<file path="config.mk">
export PLATFORM = sky130hd
export DESIGN_NAME = axis_stream_fifo
export DESIGN_NICKNAME = d
export VERILOG_FILES = /design/src/rtl/fifo_pkg.sv /design/src/rtl/fifo_sdp_ram.sv /design/src/rtl/axis_stream_fifo.sv
export SDC_FILE = /design/constraint.sdc
export NUM_CORES = 1
export LEC_CHECK = 0
export CORE_MARGIN = 2
export CORE_UTILIZATION = 60
export DETAILED_ROUTE_END_ITERATION = 10
export GPL_ROUTABILITY_DRIVEN = 0
export PLACE_DENSITY_LB_ADDON = 0.3
export SLEW_MARGIN = 20
export SYNTH_ARGS = -nofsm -noshare
export SYNTH_HDL_FRONTEND = slang
export SYNTH_SLANG_ARGS = --single-unit
</file>
<file path="constraint.sdc">
create_clock -name clk -period 14.5 [get_ports clk]
set_clock_uncertainty 0.1 [all_clocks]
set_input_delay 3.625 -clock clk [delete_from_list [all_inputs] [get_ports clk]]
set_output_delay 3.625 -clock clk [all_outputs]
set_load 0.05 [all_outputs]
</file>
<file path="src/rtl/fifo_pkg.sv">
// Shared types and helpers for the AXI-Stream FIFO.
package fifo_pkg;

    typedef enum logic {INIT, RUN} state_e;

    function automatic int unsigned cnt_width(input int unsigned depth);
        return $clog2(depth + 1);
    endfunction

endpackage

</file>
<file path="src/rtl/fifo_sdp_ram.sv">
// Simple dual-port RAM with registered read and write-through bypass on address match.
module fifo_sdp_ram #(
    parameter  int unsigned WIDTH = 29,
    parameter  int unsigned SIZE  = 8,
    localparam int unsigned AW    = (SIZE > 1) ? $clog2(SIZE) : 1
) (
    input  logic             clk,
    input  logic             we_i,
    input  logic [AW-1:0]    waddr_i,
    input  logic [WIDTH-1:0] wdata_i,
    input  logic [AW-1:0]    raddr_i,
    output logic [WIDTH-1:0] rdata_o
);

    logic [WIDTH-1:0] mem_q [SIZE];
    logic [WIDTH-1:0] rdata_q;

    always_ff @(posedge clk) begin
        if (we_i) begin
            mem_q[waddr_i] <= wdata_i;
        end
    end

    // The array read returns the pre-write value, so a same-address write must be forwarded.
    always_ff @(posedge clk) begin
        if (we_i && (waddr_i == raddr_i)) begin
            rdata_q <= wdata_i;
        end else begin
            rdata_q <= mem_q[raddr_i];
        end
    end

    assign rdata_o = rdata_q;

endmodule

</file>
<file path="src/rtl/axis_stream_fifo.sv">
// AXI-Stream FIFO carrying TDATA+TLAST with fill/free/packet counts and synchronous flush.
module axis_stream_fifo import fifo_pkg::*; #(
    parameter  int unsigned DATA_W    = 28,
    parameter  int unsigned DEPTH     = 8,
    parameter  int unsigned AF_THRESH = DEPTH - 2,
    parameter  int unsigned AE_THRESH = 1,
    localparam int unsigned CNT_W     = cnt_width(DEPTH)
) (
    input  logic              clk,
    input  logic              reset,
    input  logic              flush,
    input  logic [DATA_W-1:0] s_tdata,
    input  logic              s_tlast,
    input  logic              s_tvalid,
    output logic              s_tready,
    output logic [DATA_W-1:0] m_tdata,
    output logic              m_tlast,
    output logic              m_tvalid,
    input  logic              m_tready,
    output logic [CNT_W-1:0]  fill,
    output logic [CNT_W-1:0]  free,
    output logic              almost_full,
    output logic              almost_empty,
    output logic [CNT_W-1:0]  pkt_count
);

    localparam int unsigned PTR_W = $clog2(DEPTH);

    state_e             state_q, state_d;
    logic [PTR_W-1:0]   head_q, head_d, tail_q, tail_d, raddr;
    logic [CNT_W-1:0]   fill_q, fill_d, pkt_q, pkt_d;
    logic               run, wr, rd, wr_last, rd_last;
    logic [DATA_W:0]    ram_rdata;

    function automatic logic [PTR_W-1:0] ptr_inc(input logic [PTR_W-1:0] p);
        return (p == PTR_W'(DEPTH - 1)) ? '0 : p + 1'b1;
    endfunction

    assign run      = (state_q == RUN);
    assign s_tready = run & (fill_q < CNT_W'(DEPTH)) & ~flush;
    assign m_tvalid = run & (fill_q != '0) & ~flush;
    assign wr       = s_tvalid & s_tready;
    assign rd       = m_tvalid & m_tready;
    assign wr_last  = wr & s_tlast;
    assign rd_last  = rd & m_tlast;

    // Read ahead so the next head word is already registered when the current one leaves.
    assign raddr    = rd ? ptr_inc(tail_q) : tail_q;

    always_comb begin
        state_d = state_q;
        head_d  = head_q;
        tail_d  = tail_q;
        fill_d  = fill_q;
        pkt_d   = pkt_q;
        unique case (state_q)
            INIT: begin
                state_d = RUN;
                head_d  = '0;
                tail_d  = '0;
                fill_d  = '0;
                pkt_d   = '0;
            end
            RUN: begin
                if (flush) begin
                    head_d = '0;
                    tail_d = '0;
                    fill_d = '0;
                    pkt_d  = '0;
                end else begin
                    if (wr) head_d = ptr_inc(head_q);
                    if (rd) tail_d = ptr_inc(tail_q);
                    if (wr && !rd) fill_d = fill_q + 1'b1;
                    if (rd && !wr) fill_d = fill_q - 1'b1;
                    if (wr_last && !rd_last) pkt_d = pkt_q + 1'b1;
                    if (rd_last && !wr_last) pkt_d = pkt_q - 1'b1;
                end
            end
        endcase
    end

    always_ff @(posedge clk) begin
        if (reset) begin
            state_q <= INIT;
            head_q  <= '0;
            tail_q  <= '0;
            fill_q  <= '0;
            pkt_q   <= '0;
        end else begin
            state_q <= state_d;
            head_q  <= head_d;
            tail_q  <= tail_d;
            fill_q  <= fill_d;
            pkt_q   <= pkt_d;
        end
    end

    fifo_sdp_ram #(
        .WIDTH (DATA_W + 1),
        .SIZE  (DEPTH)
    ) u_ram (
        .clk     (clk),
        .we_i    (wr),
        .waddr_i (head_q),
        .wdata_i ({s_tlast, s_tdata}),
        .raddr_i (raddr),
        .rdata_o (ram_rdata)
    );

    assign m_tlast      = ram_rdata[DATA_W];
    assign m_tdata      = ram_rdata[DATA_W-1:0];
    assign fill         = fill_q;
    assign pkt_count    = pkt_q;
    assign free         = CNT_W'(DEPTH) - fill_q;
    assign almost_full  = (fill_q >= CNT_W'(AF_THRESH));
    assign almost_empty = (fill_q <= CNT_W'(AE_THRESH));

endmodule

</file>
Word level (Yosys, flattened, before mapping)
Memory sizes are Yosys's and may differ from the RTL's. A register that Yosys moved wholly into a read port is not among the register bits.
Index checks and enable logic that the tools add are counted.
{"block": "op_classes", "add_sub_neg": 7, "multipliers": 0, "div_mod_pow": 0, "magnitude_cmp": 3, "n_eq_ne": 5, "shift": 0, "n_mux": 19, "n_bitwise": 10, "reduce_logical": 9}
{"op": "$mux 4", "n": 6}
{"op": "$mux 3", "n": 6}
{"op": "$pmux 4 s2", "n": 2}
{"op": "$pmux 3 s2", "n": 2}
{"op": "$add 4x1->4 const B", "n": 2}
{"op": "$and 1x1->1", "n": 8}
{"op": "$ne 4x2->1 const B", "n": 2}
{"op": "$sub 4x1->4 const B", "n": 2}
{"op": "$add 3x1->3 const B", "n": 2}
{"op": "$eq 3x3->1 const B", "n": 2}
{"op": "$ge 4x3->1 const B", "n": 1}
{"op": "$le 4x1->1 const B", "n": 1}
{"op": "$logic_and 1x1->1", "n": 4}
{"op": "$logic_not 1->1", "n": 4}
{"op": "$lt 4x4->1 const B", "n": 1}
{"op": "$reduce_bool 4->1", "n": 1}
{"op": "$sub 4x4->4 const A", "n": 1}
{"op": "$mux 1", "n": 3}
{"op": "$ne 3x2->1 const B", "n": 1}
{"op": "$not 1->1", "n": 2}
{"block": "totals", "ff_bits": 15, "latch_bits": 0, "ram_bits": 232, "mem_bits_ro": 0, "wordCells": 59, "mem_count": 1}
{"name": "u_ram.mem_q", "depth": 8, "word_bits": 29, "read_ports": 1, "rd_clocked_by_memory_dff": 1, "wr": 1, "line": "fifo_sdp_ram.sv:15", "rtl": "logic [WIDTH-1:0] mem_q [SIZE];"}

Logic depth before layout (Yosys ltp)
{"block": "logic_depth", "ltp_word": 11, "mapped_depth": 10, "depth_no_buf": 10}

By module
A second synthesis with hierarchy kept.
{"block": "unflattened", "hier_cells": 451, "hier_area_um2": 9865.7}
{"mod": "fifo_sdp_ram", "n_inst": 1, "cells_each": 351, "area_each_um2": 8931.1, "seq_area_each_um2": 7026.7}
{"mod": "axis_stream_fifo", "n_inst": 1, "cells_each": 100, "area_each_um2": 934.6, "seq_area_each_um2": 300.3}

Worst setup path before layout
OpenSTA, ideal clock, no wires.
{"block": "synth_timing", "kind": "input -> output", "from": "input flush", "to": "output m_tvalid", "arrival_ns": 4.531, "required_ns": 10.775, "path_slack_ns": 6.244, "stages": 2, "path_buffers": 0, "cell_sequence": "nand2b_1 -> a21oi_1"}
{"block": "synth_via", "elab_chain_cells": 2}
{"item": "start: declaration", "line": "axis_stream_fifo.sv:11", "rtl": "input logic flush,"}
{"item": "$not 1->1", "line": "axis_stream_fifo.sv:41", "rtl": "assign m_tvalid = run & (fill_q != '0) & ~flush;"}
{"item": "$and 1x1->1", "line": "axis_stream_fifo.sv:41"}
{"item": "end: declaration", "line": "axis_stream_fifo.sv:18", "rtl": "output logic m_tvalid,"}
Every way passes these cells.

Worst setup path in the final report
Same ends and word-level chain as after synthesis.

==> metrics.cfg <==
[run_status]
outcome = completed

[layout]
areaGrowthSynthToFinish_pct = 18.9
fin_area_sq_um = 11700
final_common_cell = edfxtp_1
final_cells = 777
final_util = 0.733
diodes = 0
layout-drive-gt1-share = 0.223
fill_cells = 907
final_cell_mix = edfxtp_1, clkdlybuf4s50_1, mux4_2
num-nets-final = 590

[global_routing]
grt_use_total = 0.209
grt_pass1_wl_um = 27600
grt_antenna_before_repair = 0
grt_max_degree = 59
overflow = 0
grt_pass1_vias = 4903

[sta]
setup_viol = 0
fin_setup_tns_ps = 0
layout_min_cycle_time_ps = 8950
rsz0062_at_grt = false
post-route-period-util = 0.617
max_freq_mhz = 112
hold_violations = 0
timing.slew.headroom = 0.280
tightest_slew_ps = 1080
whs_ps = 395
slew_viol_final = 0

[worst_setup_path]
crit_required_ps = 10770
crit_chain = clkdlybuf4s50_1 > nand2b_1 > a21oi_1 > clkdlybuf4s50_1
crit_type = primary input to output port
rrSetupSlack_ps = 11060
critPathMaxFanout = 4
arrival_ps = 5220
r2r_end = pkt_count[3]
slowest_stage = clkdlybuf4s50_1
start_kind = primary input
rr_worst_depth = 10
end_kind = output port
crit_top_cell = clkdlybuf4s50_1
max_stage_delay_ps = 820

[synthesis]
synth-compound-area-share = 0.00954
synthMuxAreaShare = 0.178
syn_inst = 449
synth_fa_ha_area_frac = 0.0173
synthSimpleGateAreaFrac = 0.0257
yosys_warnings = 0
ys_types = 40
syn_area_sq_um = 9830
ys_seq_area_frac = 0.745
synth_edf_count = 232
ys.flop_type = edfxtp_1
ys_seq_elements = 250
synthXorXnorAreaFrac = 0.00623
synth_nets = 496
avgSynthCellArea_sq_um = 21.9
async_flop_share = 0
synth_top_family_by_area = multiplexers

[floorplanning]
die_w_um = 132
initial_core_util = 0.617
pin_count = 79
core_area_sq_um = 15900
die_area_sq_um = 17400
fp.dieH_um = 132
row_count = 46

[drt]
route.vias.total = 4660
drt_iter0_drc = 287
wirelength_um = 17800
via_per_inst = 6.00
drtAntennaViolNets = 0
routedWlPerCell_um = 22.9
dr.pass1.iters = 4
drcViolationCount = 0

[worst_hold_path]
hp-start = pkt_count[3]
min_path_cells = 2
hp-class = flip-flop to flip-flop
min_to = pkt_count[3]

[place]
port_buffers = 78
dp_hpwl_um = 9520
place_inst = 732
postPlaceCellArea_sq_um = 10900

[clock_network]
root_buffer = clkbuf_16
cts_hold_buf = 0
tritoncts = built
clk_latency_ps = 500
cts_sinks = 250
clock_path_buffers = 3
cts_resized = 0
numCtsBuffers = 24
cts.htree.levels = 1
path_clk_slew_ps = 50
post_cts_buffers = 0

[pwr]
powerDensity_nw_per_um2 = 125
ir_worst_vdd_mv = 0.0849
cellLeakagePower_nw = 3.72

[flow_run]
maxCapViolCount = 0

## synthesized netlist by cell type, drive strengths merged (4+ instances only)
cell / instances / area, sq um
a21oi: 8 / 40.0
buf: 16 / 145
dfxtp: 18 / 360
edfxtp: 232 / 6970
ha: 12 / 150
inv: 6 / 22.5
mux2: 32 / 360
mux4: 58 / 1370
nand2: 4 / 15.0
nand2b: 4 / 25.0
nand3: 5 / 25.0
nor2: 13 / 48.8
nor2b: 5 / 31.3
nor3: 5 / 25.0
xor2: 4 / 35.0
## worst max-delay path: cells and delay by family
kind	cells	cell delay, ps
buffers and inverters	2	1280
AO/OA/AOI/OAI	1	130
AND/OR/NAND/NOR	1	190
## layer usage
metal	track usage	wire [um]	vias up
li1	-	-	2059
met1	0.275	7110	2451
met2	0.371	9620	130
met3	0.0327	866	20
met4	0.0525	215	0
met5	0	0	-
## area by class of cell
type	count	area, sq um	area share
clock buffers	35	693	0.0593
multi-input cells	174	2380	0.203
clock inverters	9	114	0.00974
repair buffers	87	881	0.0753
flip-flops and latches	250	7330	0.627
well taps	216	270	0.0231
inverters	6	22.5	0.00193
## metrics by stage
| step | power, mW | setup slack, ps |
|---|---|---|
| after global placement | 0.850 | 5580 |
| final | 1.46 | 5550 |
| after detailed placement | 0.852 | 5550 |
| after floorplan | 0.828 | 6240 |
| after CTS | 1.47 | 5540 |
| after global routing | 1.51 | 5490 |
## flip-flops by register name, summed over array words and instances, names as in the netlist, named ones only
register and count:
fill 4, head_q 3, pkt_count 4, run 1, tail_q 3, u_ram.mem_q 232
## logic make-up (layout without fill, tap and decap cells)
| kind of cell | count (synthesis) | after routing |
|---|---|---|
| AOI/OAI and AO/OA | 16 | 16 |
| adders and majority gates | 13 | 13 |
| and+or+nand+nor | 46 | 46 |
| DFF | 250 | 250 |
| buffers and inverters | 25 | 137 |
| xor gates and xnor gates | 7 | 7 |
| muxes | 92 | 92 |
## worst max-delay path by stage
| stage | cells past startpoint | from | end | slack (ps) |
|---|---|---|---|---|
| floorplan | 2 | flush | m_tvalid | 6240 |
| global placement | 4 | flush | m_tvalid | 5580 |
| detailed placement | 4 | flush | m_tvalid | 5550 |
| CTS | 4 | flush | m_tvalid | 5540 |
| global route | 4 | flush | m_tvalid | 5490 |
| finish | 4 | flush | m_tvalid | 5550 |
## power breakdown
| group | switching [mW] | internal [mW] |
|---|---|---|
| Sequential | 0.00142 | 0.791 |
| Combinational | 0.0265 | 0.0185 |
| Clock | 0.242 | 0.383 |
| Total | 0.270 | 1.19 |
Note: power is estimated with default switching activity, not from simulation.
